### config.mk
export PLATFORM = sky130hd
export DESIGN_NAME = div_seq_unit
export DESIGN_NICKNAME = d
export VERILOG_FILES = /design/src/rtl/div_seq_unit.sv
export SDC_FILE = /design/constraint.sdc
export NUM_CORES = 1
export LEC_CHECK = 0
export BUFFER_PORTS_ARGS = -buffer_cell sky130_fd_sc_hd__buf_2
export CORE_MARGIN = 3
export CORE_UTILIZATION = 28
export DETAILED_ROUTE_END_ITERATION = 8
export PLACE_DENSITY = 0.54
export REMOVE_ABC_BUFFERS = 1
export SLEW_MARGIN = 0
export SYNTH_ARGS = -nofsm -noshare
export SYNTH_HDL_FRONTEND = slang
export SYNTH_SLANG_ARGS = --single-unit
### constraint.sdc
create_clock -name clk -period 3.9 [get_ports clk]
set_clock_uncertainty 0.1 [all_clocks]
set_input_delay 0.78 -clock clk [delete_from_list [all_inputs] [get_ports clk]]
set_output_delay 0.78 -clock clk [all_outputs]
set_load 0.005 [all_outputs]
### src/rtl/div_seq_unit.sv
// div_seq_unit: multi-cycle radix-2 restoring divider that sits beside the EX stage.
//
// Accepts a signed (DIV) or unsigned (DIVU) request, runs one trial subtraction per cycle and
// presents {remainder, quotient} with ready_o. While a division is pending it raises
// stallreq_o so the stall controller freezes fetch through EX.
//
// Ports:
//   clk           system clock, rising edge
//   rst           asynchronous active-low reset
//   start_i       division request from EX, held until ready_o is seen
//   annul_i       cancel the in-flight division (flush)
//   signed_div_i  1 = signed, 0 = unsigned
//   opdata1_i     dividend
//   opdata2_i     divisor
//   result_o      {remainder, quotient}
//   ready_o       result valid
//   stallreq_o    stall request toward the stall controller
module div_seq_unit #(
    parameter int unsigned DATA_W = 32,
    parameter int unsigned CNT_W  = 6
) (
    input  logic                  clk,
    input  logic                  rst,
    input  logic                  start_i,
    input  logic                  annul_i,
    input  logic                  signed_div_i,
    input  logic [DATA_W-1:0]     opdata1_i,
    input  logic [DATA_W-1:0]     opdata2_i,
    output logic [2*DATA_W-1:0]   result_o,
    output logic                  ready_o,
    output logic                  stallreq_o
);

    localparam logic [1:0] StIdle   = 2'd0;
    localparam logic [1:0] StByZero = 2'd1;
    localparam logic [1:0] StOn     = 2'd2;
    localparam logic [1:0] StEnd    = 2'd3;

    localparam logic [CNT_W-1:0] CntLast = CNT_W'(DATA_W);

    logic [1:0]          state_q, state_d;
    logic [CNT_W-1:0]    cnt_q, cnt_d;
    logic [DATA_W-1:0]   rem_q, rem_d;      // partial remainder
    logic [DATA_W-1:0]   quo_q, quo_d;      // shifts out dividend bits, shifts in quotient bits
    logic [DATA_W-1:0]   dvs_q, dvs_d;      // |divisor|
    logic                neg_quo_q, neg_quo_d;
    logic                neg_rem_q, neg_rem_d;
    logic [2*DATA_W-1:0] result_q, result_d;
    logic                ready_q, ready_d;

    logic                op1_neg, op2_neg;
    logic [DATA_W-1:0]   op1_abs, op2_abs;
    logic [DATA_W:0]     partial, diff;
    logic [DATA_W-1:0]   quo_fix, rem_fix;

    assign op1_neg = signed_div_i & opdata1_i[DATA_W-1];
    assign op2_neg = signed_div_i & opdata2_i[DATA_W-1];
    assign op1_abs = op1_neg ? (~opdata1_i + 1'b1) : opdata1_i;
    assign op2_abs = op2_neg ? (~opdata2_i + 1'b1) : opdata2_i;

    // Partial remainder can reach 2*divisor-1 after the shift, hence the extra bit.
    assign partial = {rem_q, quo_q[DATA_W-1]};
    assign diff    = partial - {1'b0, dvs_q};

    assign quo_fix = neg_quo_q ? (~quo_q + 1'b1) : quo_q;
    assign rem_fix = neg_rem_q ? (~rem_q + 1'b1) : rem_q;

    always_comb begin
        state_d   = state_q;
        cnt_d     = cnt_q;
        rem_d     = rem_q;
        quo_d     = quo_q;
        dvs_d     = dvs_q;
        neg_quo_d = neg_quo_q;
        neg_rem_d = neg_rem_q;
        result_d  = result_q;
        ready_d   = ready_q;

        case (state_q)
            StIdle: begin
                result_d = '0;
                ready_d  = 1'b0;
                if (start_i && !annul_i) begin
                    neg_quo_d = op1_neg ^ op2_neg;
                    neg_rem_d = op1_neg;
                    cnt_d     = '0;
                    rem_d     = '0;
                    quo_d     = op1_abs;
                    dvs_d     = op2_abs;
                    state_d   = (opdata2_i == '0) ? StByZero : StOn;
                end
            end
            StByZero: begin
                result_d = '0;
                ready_d  = 1'b0;
                state_d  = annul_i ? StIdle : StEnd;
            end
            StOn: begin
                if (annul_i) begin
                    state_d  = StIdle;
                    cnt_d    = '0;
                    result_d = '0;
                    ready_d  = 1'b0;
                end else if (cnt_q < CntLast) begin
                    cnt_d = cnt_q + 1'b1;
                    if (diff[DATA_W]) begin
                        rem_d = partial[DATA_W-1:0];
                        quo_d = {quo_q[DATA_W-2:0], 1'b0};
                    end else begin
                        rem_d = diff[DATA_W-1:0];
                        quo_d = {quo_q[DATA_W-2:0], 1'b1};
                    end
                end else begin
                    result_d = {rem_fix, quo_fix};
                    state_d  = StEnd;
                end
            end
            StEnd: begin
                if (annul_i || !start_i) begin
                    state_d  = StIdle;
                    cnt_d    = '0;
                    result_d = '0;
                    ready_d  = 1'b0;
                end else begin
                    ready_d = 1'b1;
                end
            end
            default: begin
                state_d  = StIdle;
                result_d = '0;
                ready_d  = 1'b0;
            end
        endcase
    end

    always_ff @(posedge clk or negedge rst) begin
        if (!rst) begin
            state_q   <= StIdle;
            cnt_q     <= '0;
            rem_q     <= '0;
            quo_q     <= '0;
            dvs_q     <= '0;
            neg_quo_q <= 1'b0;
            neg_rem_q <= 1'b0;
            result_q  <= '0;
            ready_q   <= 1'b0;
        end else begin
            state_q   <= state_d;
            cnt_q     <= cnt_d;
            rem_q     <= rem_d;
            quo_q     <= quo_d;
            dvs_q     <= dvs_d;
            neg_quo_q <= neg_quo_d;
            neg_rem_q <= neg_rem_d;
            result_q  <= result_d;
            ready_q   <= ready_d;
        end
    end

    assign result_o   = result_q;
    assign ready_o    = ready_q;
    assign stallreq_o = start_i & ~ready_q & ~annul_i;

endmodule

==> reports/qor.yml <==
wl_mm: 33.18
min_period_ns: 3.570
fp.dieW_um: 209.1
via_per_inst: 5.012
vias: 10270
clock_latency_ns: 0.44
hpwl_mm: 25.69
setup_ws_ns: 0.3299
avgSynthCellArea_um2: 8.177
worstReg2RegEnd: "rem_q[20]$_DFFE_PN0P_"
grt_pass1_wl_mm: 54.38
cts_tree: "built"
synth_seq_cells: 171
drv_slew: 0
rsz0062_at_grt: "false"
fmax_mhz: 280.1
cp_max_fo: 18
peakVddDrop_mv: 0.3109
synth_top_area_share_pct: 37.06
cp.required_ns: 4.12
synth_warnings: 0
die_h_um: 209.1
final_nets: 1618
status: "finished, final reports clean"
rr_startpoint: "quo_q[31]$_DFFE_PN0P_"
pin_count: 135
dp.cells: 2013
finalPower_mw: 9.628
path_class: "flip-flop to flip-flop"
core_um2: 40190
die-area_um2: 43710
initial_core_util_pct: 28.73
grt_pass1_vias: 9918
htreeDepth: 4
endpoint_kind: "flip-flop"
start_kind: "flip-flop"
min_path_type: "input pin to asynchronous set/reset pin"
synthFlopType: "dfrtp_1"
synth_edf_count: 0
area_growth_pct: 15.14
synth.largest_area_cell: "dfrtp_1"
cp.arrival_ns: 3.79
synthTopCellsByCount: "nand2_1 (228), o21ai_0 (173), dfrtp_1 (171)"
wire_per_inst_um: 16.20
p_per_area_nw_per_um2: 724.3
syn_area_um2: 11550
slew-limit-headroom_pct: 29.84
synth_area_leaders: "dfrtp_1 (37%), o21ai_0 (7.5%), nand2_1 (7.4%)"
hold_viol_final: 0
cts-resized-gates: 0
rr_worst_depth: 13
fill_cells: 4326
track_usage_pct: 15.09
placed_cell_area_um2: 12750
gp_congestion: 0.8597
worst_pin_slew_ns: 1.049
finalCritPeriodShare_pct: 91.54
drive_gt1_share_pct: 13.69
grt_max_degree: 90
async_flop_share_pct: 100.0
synth_most_common_cell: "nand2_1"
finalSetupViolations: 0
firstDrtPassIters: 5
initialDrtViolationCount: 551
place_ws_ns: 0.3336
antenna_found_initial: 4
cellLeakagePower_nw: 6.005
yosysUniqueCellTypes: 67
gr-total-overflow: 0
cts_buffers: 17
io_buffer_count: 134
maxCapViolCount: 0
cts.clk_slew.worst_paths_ns: 0.08
synthCells: 1412
rows: 73
cts_sinks: 171
stdcell_area_um2: 13290
post_cts_buffers: 0
yosysSeqAreaShare_pct: 37.06
hold_ws_ns: 0.2558
cts_root_buf: "clkbuf_16"
drc_errors: 0
ant_nets: 0
hold_buffers: 0
rrSetupSlack_ns: 0.33
clk_path_buf_depth: 2
fin_cells: 2048
## stage by stage
| step | utilization (%) | setup TNS (ns) |
|---|---|---|
| floorplan | - | -120.02 |
| global placement | 31.72 | 0 |
| detailed placement | 31.72 | 0 |
| CTS | 33.05 | 0 |
| global route | 33.08 | 0 |
| finish | 33.08 | 0 |
## sequential cells by signal, indices dropped and copies added, names as in the netlist
| signal | flops |
|---|---|
| rem_q | 32 |
| neg_rem_q | 1 |
| quo_q | 32 |
| cnt_q | 6 |
| ready_o | 1 |
| neg_quo_q | 1 |
| dvs_q | 32 |
| result_o | 64 |
| state_q | 2 |
## layout by cell type, fill, tap and decap left out, drive strengths merged, types with 15 or more instances in the layout
| master | synthesis | layout |
|---|---|---|
| o31ai | 31 | 31 |
| xnor2 | 56 | 56 |
| inv | 55 | 63 |
| dfrtp | 171 | 171 |
| nand2 | 228 | 228 |
| a21o | 20 | 20 |
| buf | 17 | 157 |
| a21oi | 117 | 117 |
| nand4 | 18 | 18 |
| ha | 41 | 41 |
| or3 | 25 | 25 |
| clkbuf | 64 | 18 |
| xor2 | 87 | 87 |
| a221o | 17 | 17 |
| nor4 | 15 | 15 |
| nor3 | 24 | 24 |
| nor2 | 77 | 77 |
| nand3 | 27 | 27 |
| o21ai | 184 | 184 |
## layout make-up
cell class              count  area (µm²)  share of cell area (%)
clock buffers              18       429.2                   3.228
diodes                      4       10.01                 0.07529
repair buffers            157       862.1                   6.485
well taps                 525       656.9                   4.941
multi-input cells        1105        6744                   50.73
inverters                  55       206.4                   1.553
clock inverters            13       106.4                  0.8000
flip-flops and latches    171        4279                   32.19
## worst max path at each step
stage | from | to | slack, ns | depth (start not counted)
final | quo_q[31]$_DFFE_PN0P_ | rem_q[20]$_DFFE_PN0P_ | 0.33 | 13
after global routing | quo_q[31]$_DFFE_PN0P_ | rem_q[20]$_DFFE_PN0P_ | 0.06 | 13
after CTS | quo_q[31]$_DFFE_PN0P_ | rem_q[20]$_DFFE_PN0P_ | 0.32 | 13
after detailed placement | quo_q[31]$_DFFE_PN0P_ | rem_q[20]$_DFFE_PN0P_ | 0.33 | 13
after global placement | quo_q[31]$_DFFE_PN0P_ | rem_q[19]$_DFFE_PN0P_ | 0.41 | 13
after floorplan | state_q[0]$_DFFE_PN0P_ | rem_q[27]$_DFFE_PN0P_ | -1.64 | 8
## worst max-delay path, cell delays in order (launching register included)
cell and delay (ns):
dfrtp_1 0.35, inv_1 0.08, ha_1 0.23, fa_1 0.40, nand2b_1 0.18, a21oi_1 0.25
o21ai_2 0.13, a211oi_2 0.32, o21ai_2 0.15, a2111oi_4 0.43, or3_1 0.21, buf_4 0.24
a21oi_1 0.10, a221o_1 0.28
## logic make-up after synthesis
family | after synthesis | synth area share (%)
and+or+nand+nor | 476 | 19.06
xor gates and xnor gates | 143 | 10.85
adders and majority gates | 42 | 4.616
muxes | 8 | 0.6936
buffers and inverters | 136 | 4.779
DFF | 171 | 37.06
AOI/OAI and AO/OA | 436 | 22.94
## where the power goes
group / internal [mW] / switching [mW]
Combinational: 1.99 / 3.25
Sequential: 2.20 / 0.584
Clock: 0.830 / 0.778
## routing by layer
metal  part of all wire (%)  track usage (%)  vias to the layer above
met1                     51            22.35                     4833
met2                     44            22.71                      198
met5                      0                0                        -
met3                    3.8            2.312                       28
li1                       -                -                     5206
met4                    1.7            4.365                        0
Note: power is estimated with default switching activity, not from simulation.
